--- config.mk ---
export PLATFORM = sky130hd
export DESIGN_NAME = seg_disp_arbiter_flat
export DESIGN_NICKNAME = d
export VERILOG_FILES = /design/src/rtl/seg_disp_arbiter_if.sv /design/src/rtl/seg_disp_arbiter.sv /design/src/flat_wrapper.sv
export SDC_FILE = /design/constraint.sdc
export NUM_CORES = 1
export LEC_CHECK = 0
export ABC_AREA = 1
export CAP_MARGIN = 20
export CELL_PAD_IN_SITES_DETAIL_PLACEMENT = 0
export CELL_PAD_IN_SITES_GLOBAL_PLACEMENT = 1
export CORE_ASPECT_RATIO = 0.5
export CORE_MARGIN = 2
export CORE_UTILIZATION = 30
export CTS_CLUSTER_SIZE = 10
export DETAILED_ROUTE_END_ITERATION = 16
export GPL_ROUTABILITY_DRIVEN = 0
export PLACE_DENSITY_LB_ADDON = 0.1
export SYNTH_ARGS = -nofsm -noshare
export SYNTH_HDL_FRONTEND = slang
export SYNTH_SLANG_ARGS = --single-unit
--- constraint.sdc ---
create_clock -name clk -period 2.5 [get_ports clk]
set_input_delay 0.75 -clock clk [delete_from_list [all_inputs] [get_ports clk]]
set_output_delay 0.75 -clock clk [all_outputs]
set_load 0.005 [all_outputs]
--- src/rtl/seg_disp_arbiter_if.sv ---
// seg_disp_arbiter_if: requester, half-select and display/scan signals of seg_disp_arbiter
interface seg_disp_arbiter_if;
  logic        req0, req1, half_req, gnt0, gnt1, half_sel, frame_tick;
  logic [31:0] data0, data1, disp_num;
  logic [1:0]  scanning;
  modport master (
    output req0, data0, req1, data1, half_req,
    input  gnt0, gnt1, disp_num, scanning, half_sel, frame_tick
  );
  modport slave (
    input  req0, data0, req1, data1, half_req,
    output gnt0, gnt1, disp_num, scanning, half_sel, frame_tick
  );
endinterface

--- src/rtl/seg_disp_arbiter.sv ---
// seg_disp_arbiter: scan sequencer and frame-aligned two-requester display arbiter
// AUTO_HALF_EN: half_sel toggles every HALF_FRAMES frames instead of following half_req
module seg_disp_arbiter #(
  parameter int SCAN_DIV    = 17,
  parameter int HOLD_FRAMES = 4,
  parameter int HALF_FRAMES = 64
) (
  input logic              clk,
  input logic              rst,
  seg_disp_arbiter_if.slave bus
);
  localparam int HW = $clog2(HOLD_FRAMES + 1);
  typedef enum logic [1:0] {IDLE, OWN0, OWN1} state_t;
  state_t              r_state, w_next, w_dec;
  logic [SCAN_DIV-1:0] r_cnt;
  logic [HW-1:0]       r_hold;
  logic [31:0]         r_disp;
  logic                r_last, r_half, w_tick, w_hold_up;
  assign w_tick    = &r_cnt;
  assign w_hold_up = int'(r_hold) + 1 >= HOLD_FRAMES;
  always_ff @(posedge clk or posedge rst)
    if (rst) r_state <= IDLE;
    else     r_state <= w_next;
  always_comb begin
    w_dec = r_state;
    case (r_state)
      OWN0:    w_dec = !bus.req0 ? (bus.req1 ? OWN1 : IDLE) : (bus.req1 && w_hold_up) ? OWN1 : OWN0;
      OWN1:    w_dec = !bus.req1 ? (bus.req0 ? OWN0 : IDLE) : (bus.req0 && w_hold_up) ? OWN0 : OWN1;
      default: w_dec = (bus.req0 && bus.req1) ? (r_last ? OWN0 : OWN1) :
                       bus.req0 ? OWN0 : bus.req1 ? OWN1 : IDLE;
    endcase
    w_next   = w_tick ? w_dec : r_state;
    bus.gnt0 = r_state == OWN0;
    bus.gnt1 = r_state == OWN1;
  end
  // the word is latched only at the tick, so a frame never mixes sources
  always_ff @(posedge clk or posedge rst)
    if (rst) begin
      r_cnt  <= '0;
      r_last <= 1'b1;
      r_hold <= '0;
      r_disp <= '0;
    end else begin
      r_cnt <= r_cnt + 1'b1;
      if (w_tick) begin
        if (w_next != IDLE) r_disp <= (w_next == OWN1) ? bus.data1 : bus.data0;
        if (w_next != r_state) begin
          r_hold <= '0;
          if (w_next != IDLE) r_last <= w_next == OWN1;
        end else if (int'(r_hold) < HOLD_FRAMES) r_hold <= r_hold + 1'b1;
      end
    end
`ifdef AUTO_HALF_EN
  localparam int FW = $clog2(HALF_FRAMES + 1);
  logic [FW-1:0] r_frames;
  always_ff @(posedge clk or posedge rst)
    if (rst) begin
      r_frames <= '0;
      r_half   <= 1'b0;
    end else if (w_tick) begin
      r_frames <= (int'(r_frames) + 1 == HALF_FRAMES) ? '0 : r_frames + 1'b1;
      r_half   <= r_half ^ (int'(r_frames) + 1 == HALF_FRAMES);
    end
`else
  always_ff @(posedge clk or posedge rst)
    if (rst)         r_half <= 1'b0;
    else if (w_tick) r_half <= bus.half_req;
`endif
  assign bus.disp_num   = r_disp;
  assign bus.scanning   = r_cnt[SCAN_DIV-1 -: 2];
  assign bus.half_sel   = r_half;
  assign bus.frame_tick = w_tick;
endmodule

--- src/flat_wrapper.sv ---
// flat-port wrapper written by rule: the top's interface ports become plain ports
module seg_disp_arbiter_flat 
#(
  parameter int SCAN_DIV    = 17,
  parameter int HOLD_FRAMES = 4,
  parameter int HALF_FRAMES = 64
)
  (clk, rst, bus_req0, bus_data0, bus_req1, bus_data1, bus_half_req, bus_gnt0, bus_gnt1, bus_disp_num, bus_scanning, bus_half_sel, bus_frame_tick);
  seg_disp_arbiter_if bus_i ();
  input logic clk;
  input logic rst;
  input wire logic [$bits(bus_i.req0)-1:0] bus_req0;
  input wire logic [$bits(bus_i.data0)-1:0] bus_data0;
  input wire logic [$bits(bus_i.req1)-1:0] bus_req1;
  input wire logic [$bits(bus_i.data1)-1:0] bus_data1;
  input wire logic [$bits(bus_i.half_req)-1:0] bus_half_req;
  output wire logic [$bits(bus_i.gnt0)-1:0] bus_gnt0;
  output wire logic [$bits(bus_i.gnt1)-1:0] bus_gnt1;
  output wire logic [$bits(bus_i.disp_num)-1:0] bus_disp_num;
  output wire logic [$bits(bus_i.scanning)-1:0] bus_scanning;
  output wire logic [$bits(bus_i.half_sel)-1:0] bus_half_sel;
  output wire logic [$bits(bus_i.frame_tick)-1:0] bus_frame_tick;
  assign bus_i.req0 = bus_req0;
  assign bus_i.data0 = bus_data0;
  assign bus_i.req1 = bus_req1;
  assign bus_i.data1 = bus_data1;
  assign bus_i.half_req = bus_half_req;
  assign bus_gnt0 = bus_i.gnt0;
  assign bus_gnt1 = bus_i.gnt1;
  assign bus_disp_num = bus_i.disp_num;
  assign bus_scanning = bus_i.scanning;
  assign bus_half_sel = bus_i.half_sel;
  assign bus_frame_tick = bus_i.frame_tick;
  seg_disp_arbiter #(.SCAN_DIV(SCAN_DIV), .HOLD_FRAMES(HOLD_FRAMES), .HALF_FRAMES(HALF_FRAMES)) u_core (.clk(clk), .rst(rst), .bus(bus_i));
endmodule
; ---- Word-level counts from Yosys, hierarchy flattened
; Index checks and enable logic that the tools add are counted.
; W data, S select, Z words.
[totals]
register_bits = 56
[op_classes]
add_sub_neg = 3
mux = 14
eq_ne = 4
order_cmp = 2
n_reduce_logical = 9
[op_table]
columns = operator, n
row1 = $reduce_and A18 Y1, 2
row2 = $ge A32 B4 Y1 const B, 1
row3 = $mux W32, 1
row4 = $reduce_and A19 Y1, 1
row5 = $mux W2, 9
row6 = $add A17 B1 Y17 const B, 1
row7 = $reduce_and A17 Y1, 1
row8 = $mux W3, 2
row9 = $add A3 B1 Y4 const B, 1
row10 = $eq A2 B2 Y1 const B, 2
row11 = $pmux W2 S2, 1
row12 = $reduce_bool A2 Y1, 2
row13 = $add A3 B1 Y3 const B, 1
row14 = $logic_and A1 B1 Y1, 3
row15 = $lt A3 B3 Y1 const B, 1
row16 = $eq A2 B1 Y1 const B, 1
row17 = $ne A2 B2 Y1, 1
row18 = $mux W1, 1

; ---- Depth between registers and ports, before layout
[depth]
word_depth = 10
mapped_depth = 18
mapped_depth_nobuf = 18

; ---- Worst setup path after synthesis
; OpenSTA, ideal clock, no wires.
[synth_timing]
path_kind = register to register
start = register u_core.r_cnt[0]
end = register u_core.r_disp[10], in the netlist u_core.bus.disp_num[10]
n_path_buf = 2
period_less_slack_ns = 2.629
setup_time_ns = 0.122
t_required_ns = 2.378
path_stages_with_launch = 18
arrival_time_ns = 2.508
setup_slack_ns = -0.129
cell_sequence = dfrtp_1 ha_1 nand2_1 nor2_2 nand4_1 nor2_2 nand3_1 nor2_2 ha_1 inv_1 a21oi_1 nand2_1 nand2_2 nor2_2 buf_4 buf_4 o211ai_2 nand2_1
[synth_between]
elab_chain_cells = 4
elab_cells_between_ends = 6
[synth_rtl]
columns = element, line
row1 = "start, declared", seg_disp_arbiter.sv:15  ; logic [SCAN_DIV-1:0] r_cnt;
row2 = "start signal, assigned", seg_disp_arbiter.sv:44  ; r_cnt <= r_cnt + 1'b1;
row3 = $reduce_and A17 Y1 (*), seg_disp_arbiter.sv:19  ; assign w_tick = &r_cnt;
row4 = net bus_frame_tick, flat_wrapper.sv:22  ; output wire logic [$bits(bus_i.frame_tick)-1:0] bus_frame_tick;
row5 = $mux W2 (*), seg_disp_arbiter.sv:32  ; w_next = w_tick ? w_dec : r_state;
row6 = net u_core.w_next[0], seg_disp_arbiter.sv:14  ; state_t r_state, w_next, w_dec;
row7 = $reduce_bool A2 Y1 or $eq A2 B2 Y1 (tied branches), seg_disp_arbiter.sv:46  ; if (w_next != IDLE) r_disp <= (w_next == OWN1) ? bus.data1 : bus.data0;
row8 = $reduce_and A18 Y1 (no line) or $mux W32 (tied branches), -
row9 = "end signal, assigned", seg_disp_arbiter.sv:46
row10 = "end, declared", seg_disp_arbiter.sv:17  ; logic [31:0] r_disp;
; Mark *: on every way through the listed nets, which the timed path passes. The rest lies on a longest branch.
; A chain may end at the register's enable or synchronous reset.

; ---- Worst setup path in the final report
[layout_timing]
start = register u_core.r_cnt[0]
end = register u_core.r_disp[12], in the netlist u_core.bus.disp_num[12]
[layout_between]
elab_chain_cells = 4
elab_cells_between_ends = 6
[layout_rtl]
columns = element, line
row1 = $reduce_and A17 Y1 (*), seg_disp_arbiter.sv:19
row2 = $mux W2 (*), seg_disp_arbiter.sv:32
row3 = net u_core.w_next[0], seg_disp_arbiter.sv:14
row4 = $reduce_bool A2 Y1 or $eq A2 B2 Y1 (tied branches), seg_disp_arbiter.sv:46
row5 = $reduce_and A18 Y1 (no line) or $mux W32 (tied branches), -
; Marks and branches as above.

==> results.tsv <==
stage	metric	value	unit
outcome	status	complete, but fails checks	
outcome	failing checks	negative setup slack	
clocking	CTS buffer count	5	
yosys	post-synth net total	444	
routing	Pre-Repair DR Iteration Count	4	
pwr	Leakage	2.45	nW
yosys	top cells by count, synth	nand2_1, dfrtp_1, inv_1	
layout	P&R area growth vs syn	65.3	%
global_routing	largest net degree at the start of global routing	20	
yosys	most frequent cell after synthesis	nand2_1	
layout	Ant. Diodes	0	
floorplan	num rows	26	
setup_path	Worst Setup Start Kind	flop	
sta	FMAX	376	MHz
setup_path	crit path max fanout	6	
yosys	Yosys Warn Count	0	
setup_path	CP Buf/Inv Count	5	
sta	Max Slew Vio Count	0	
pwr	maximum vdd drop	0.229	mV
yosys	Post-Syn Area per Cell	8.64	µm²
clocking	# hold bufs at CTS	0	
layout	nets	611	
clocking	CTS HTree Levels	2	
sta	minimum clock period after layout	2660	ps
global_routing	number of global-route vias before repair	2893	
routing	DRT Wirelength	8640	µm
global_routing	gr usage total	15.9	%
setup_path	critical path class	flop to flop	
global_routing	initial antenna violation count	0	
sta	Clock Skew	6.78	ps
layout	layout cell share with drive strength beyond 1	28.3	%
placement	Detail Placement HPWL	5800	µm
yosys	ys async rst share	100	%
yosys	post-synth top area share	43.1	%
sta	period utilisation layout	106	%
routing	routed len/inst	12.7	µm
setup_path	Crit path largest cell delay	360	ps
yosys	Post-Syn Area	3200	µm²
clocking	Worst-path clk slew	70	ps
job	max cap viols	0	
pwr	Clk pwr share	39.5	%
global_routing	global-route wire length before repair	14400	µm
layout	Final Cell Area	5290	µm²
yosys	Netlist cell types	31	
clocking	clock root buffer master	clkbuf_16	
clocking	clk buf depth	2	
placement	I/O Buffers	106	
yosys	Synth area leaders	dfrtp_1, nand2_1, o211ai_2, inv_1, xor2_1	
global_routing	global route overflow	0	
sta	Slew @ Worst Pin	472	ps
pwr	P_sw	370	µW
routing	vias per cell	4.22	
floorplan	io pins	107	
pwr	Internal	1.38	mW
setup_path	CP endpoint kind	flop	
yosys	Synth area leader	dfrtp_1	
yosys	Post-synth EDFFs	0	
pwr	sequential share of power	51.6	%
pwr	Switching Share	21.1	%
pwr	combinational share of power	8.8	%
floorplan	Starting Density	31.1	%
routing	drt drc	0	
floorplan	Die H	77.0	µm
sta	Slew headroom	68.5	%
setup_path	crit-path cells	ha_2, nand2_2, nor2_2, nand4_1, nor2_4, nand3_2, nor2_4, ha_4, buf_6, inv_4, a21oi_4, nand2_2, nand2_4, nor2_4, buf_12, buf_16, buf_12, o211ai_2, nand2_1	
routing	via count	2864	
pwr	pwr/cell area	332	nW/µm²
floorplan	Die X	150	µm
yosys	synthesized flop and latch total	56	
setup_path	critical path arrival	2840	ps
setup_path	Crit path top cell by count	nor2_4	
clocking	Clock Sinks	56	
layout	area of the multi-input gates	1550	µm²
pwr	Total Power	1.75	mW
sta	Setup WS post-layout	-156	ps
floorplan	Core ar.	10300	µm²
routing	Iter 0 DRT Violations	106	
floorplan	die area	11500	µm²
sta	RSZ-0062 raised after global routing	true	
routing	Routed Antenna Nets	0	
worst_hold_path	worst hold path class	flop to flop	
clocking	CTS tree	built	
yosys	sequential area share after synthesis	43.9	%
sta	Hold Slack	469	ps
clocking	worst skew pair latency	300	ps
yosys	dominant synthesized flop cell	dfrtp_1	
setup_path	crit-path leading delay family	simple AND/OR/NAND/NOR gates	
placement	Placed Area	4610	µm²
sta	final setup fails	37	
layout	sequential cell area	1400	µm²
sta	final hold vios	0	
layout	layout filler cell count	1007	
layout	final core occ	51.4	%
yosys	Mapped Cells	370	
setup_path	CP max stage cell	dfrtp_1	
setup_path	Worst Path Required	2690	ps
-- kinds of logic after synthesis --
| kind of cell | after synthesis | share of synthesized area (%) |
|---|---|---|
| AOI/OAI and AO/OA | 39 | 13.5 |
| xor gates and xnor gates | 11 | 3.01 |
| adders and majority gates | 5 | 1.96 |
| buffers and inverters | 73 | 11.4 |
| DFF | 56 | 43.9 |
| and+or+nand+nor | 186 | 26.3 |
-- final timing paths --
path	from	to	slack (ps)	cells after the start
max	u_core.r_cnt[0]$_DFF_PP0_	u_core.bus.disp_num[12]$_DFFE_PP0P_	-160	19
min	u_core.bus.half_sel$_DFFE_PP0N_	u_core.bus.half_sel$_DFFE_PP0N_	470	2
max reg2reg	u_core.r_cnt[0]$_DFF_PP0_	u_core.bus.disp_num[12]$_DFFE_PP0P_	-160	19
min reg2reg	u_core.bus.half_sel$_DFFE_PP0N_	u_core.bus.half_sel$_DFFE_PP0N_	470	2
max in group asynchronous	rst	u_core.bus.disp_num[28]$_DFFE_PP0P_	1140	3
min in group asynchronous	rst	u_core.r_hold[2]$_DFFE_PP0P_	800	2
-- sequential cells by signal, indices dropped and copies added (netlist names) --
signal / cells
u_core.bus.disp_num: 32
u_core.r_cnt: 17
u_core.r_hold: 3
u_core.r_state: 2
u_core.bus.half_sel: 1
u_core.r_last: 1
-- power groups by stage --
stage	sequential [mW]	combinational, mW	clock [mW]
CTS	0.905	0.157	0.720
finish	0.905	0.155	0.693
global placement	0.923	0.155	0
detailed placement	0.923	0.155	0
floorplan	0.923	0.0266	0
global route	0.905	0.170	0.752
-- per-stage QoR --
stage	setup slack [ps]	std cells	TNS, ps
after detailed placement	-190	631	-5000
final	-156	678	-3950
after floorplan	-9.08	370	-239
after global placement	-150	631	-4310
after global routing	-323	678	-10850
after CTS	-216	682	-7100
-- routing by layer --
metal  global-route usage (%)  wire, µm  vias to the layer above
met5                        0         0                        -
met4                     3.40        80                        0
met3                     3.87       348                        8
met2                     26.6      4100                       50
met1                     20.8      4110                     1312
li1                         -         -                     1494
-- cells in the final DEF, fill, tap and decap left out, drive strengths merged --
master	count
ha	5
dfrtp	55
o21a	2
nor3	2
o21ai	2
a21oi	3
nor2	21
nor4	2
inv	57
nand3	18
and3	1
nand2	138
xor2	8
buf	69
clkdlybuf4s50	105
nand4	4
clkbuf	9
clkinv	1
xnor2	3
dfstp	1
o211ai	32
-- worst min-delay path, cell delays in order (launching register included) --
cell and delay [ps]:
dfrtp_1 340, nand2_1 50, nand2_1 50
-- timing repair --
action / 4_1_cts / 5_1_grt
pin swaps: 25 / 12
hold endpoints to repair: 0 / 0
setup buffers: 42 / 2
gates resized for setup: 34 / 10
gates cloned: 3 / 1
setup endpoints to repair: 33 / 39
-- cell type report --
class                   count  share of cell area [%]
repair buffers            175                    34.1
multi-input cells         241                    29.2
flip-flops and latches     56                    26.5
inverters                  58                    4.26
well taps                 140                    3.31
clock buffers               8                    2.58
(Power assumes the default switching activity.)
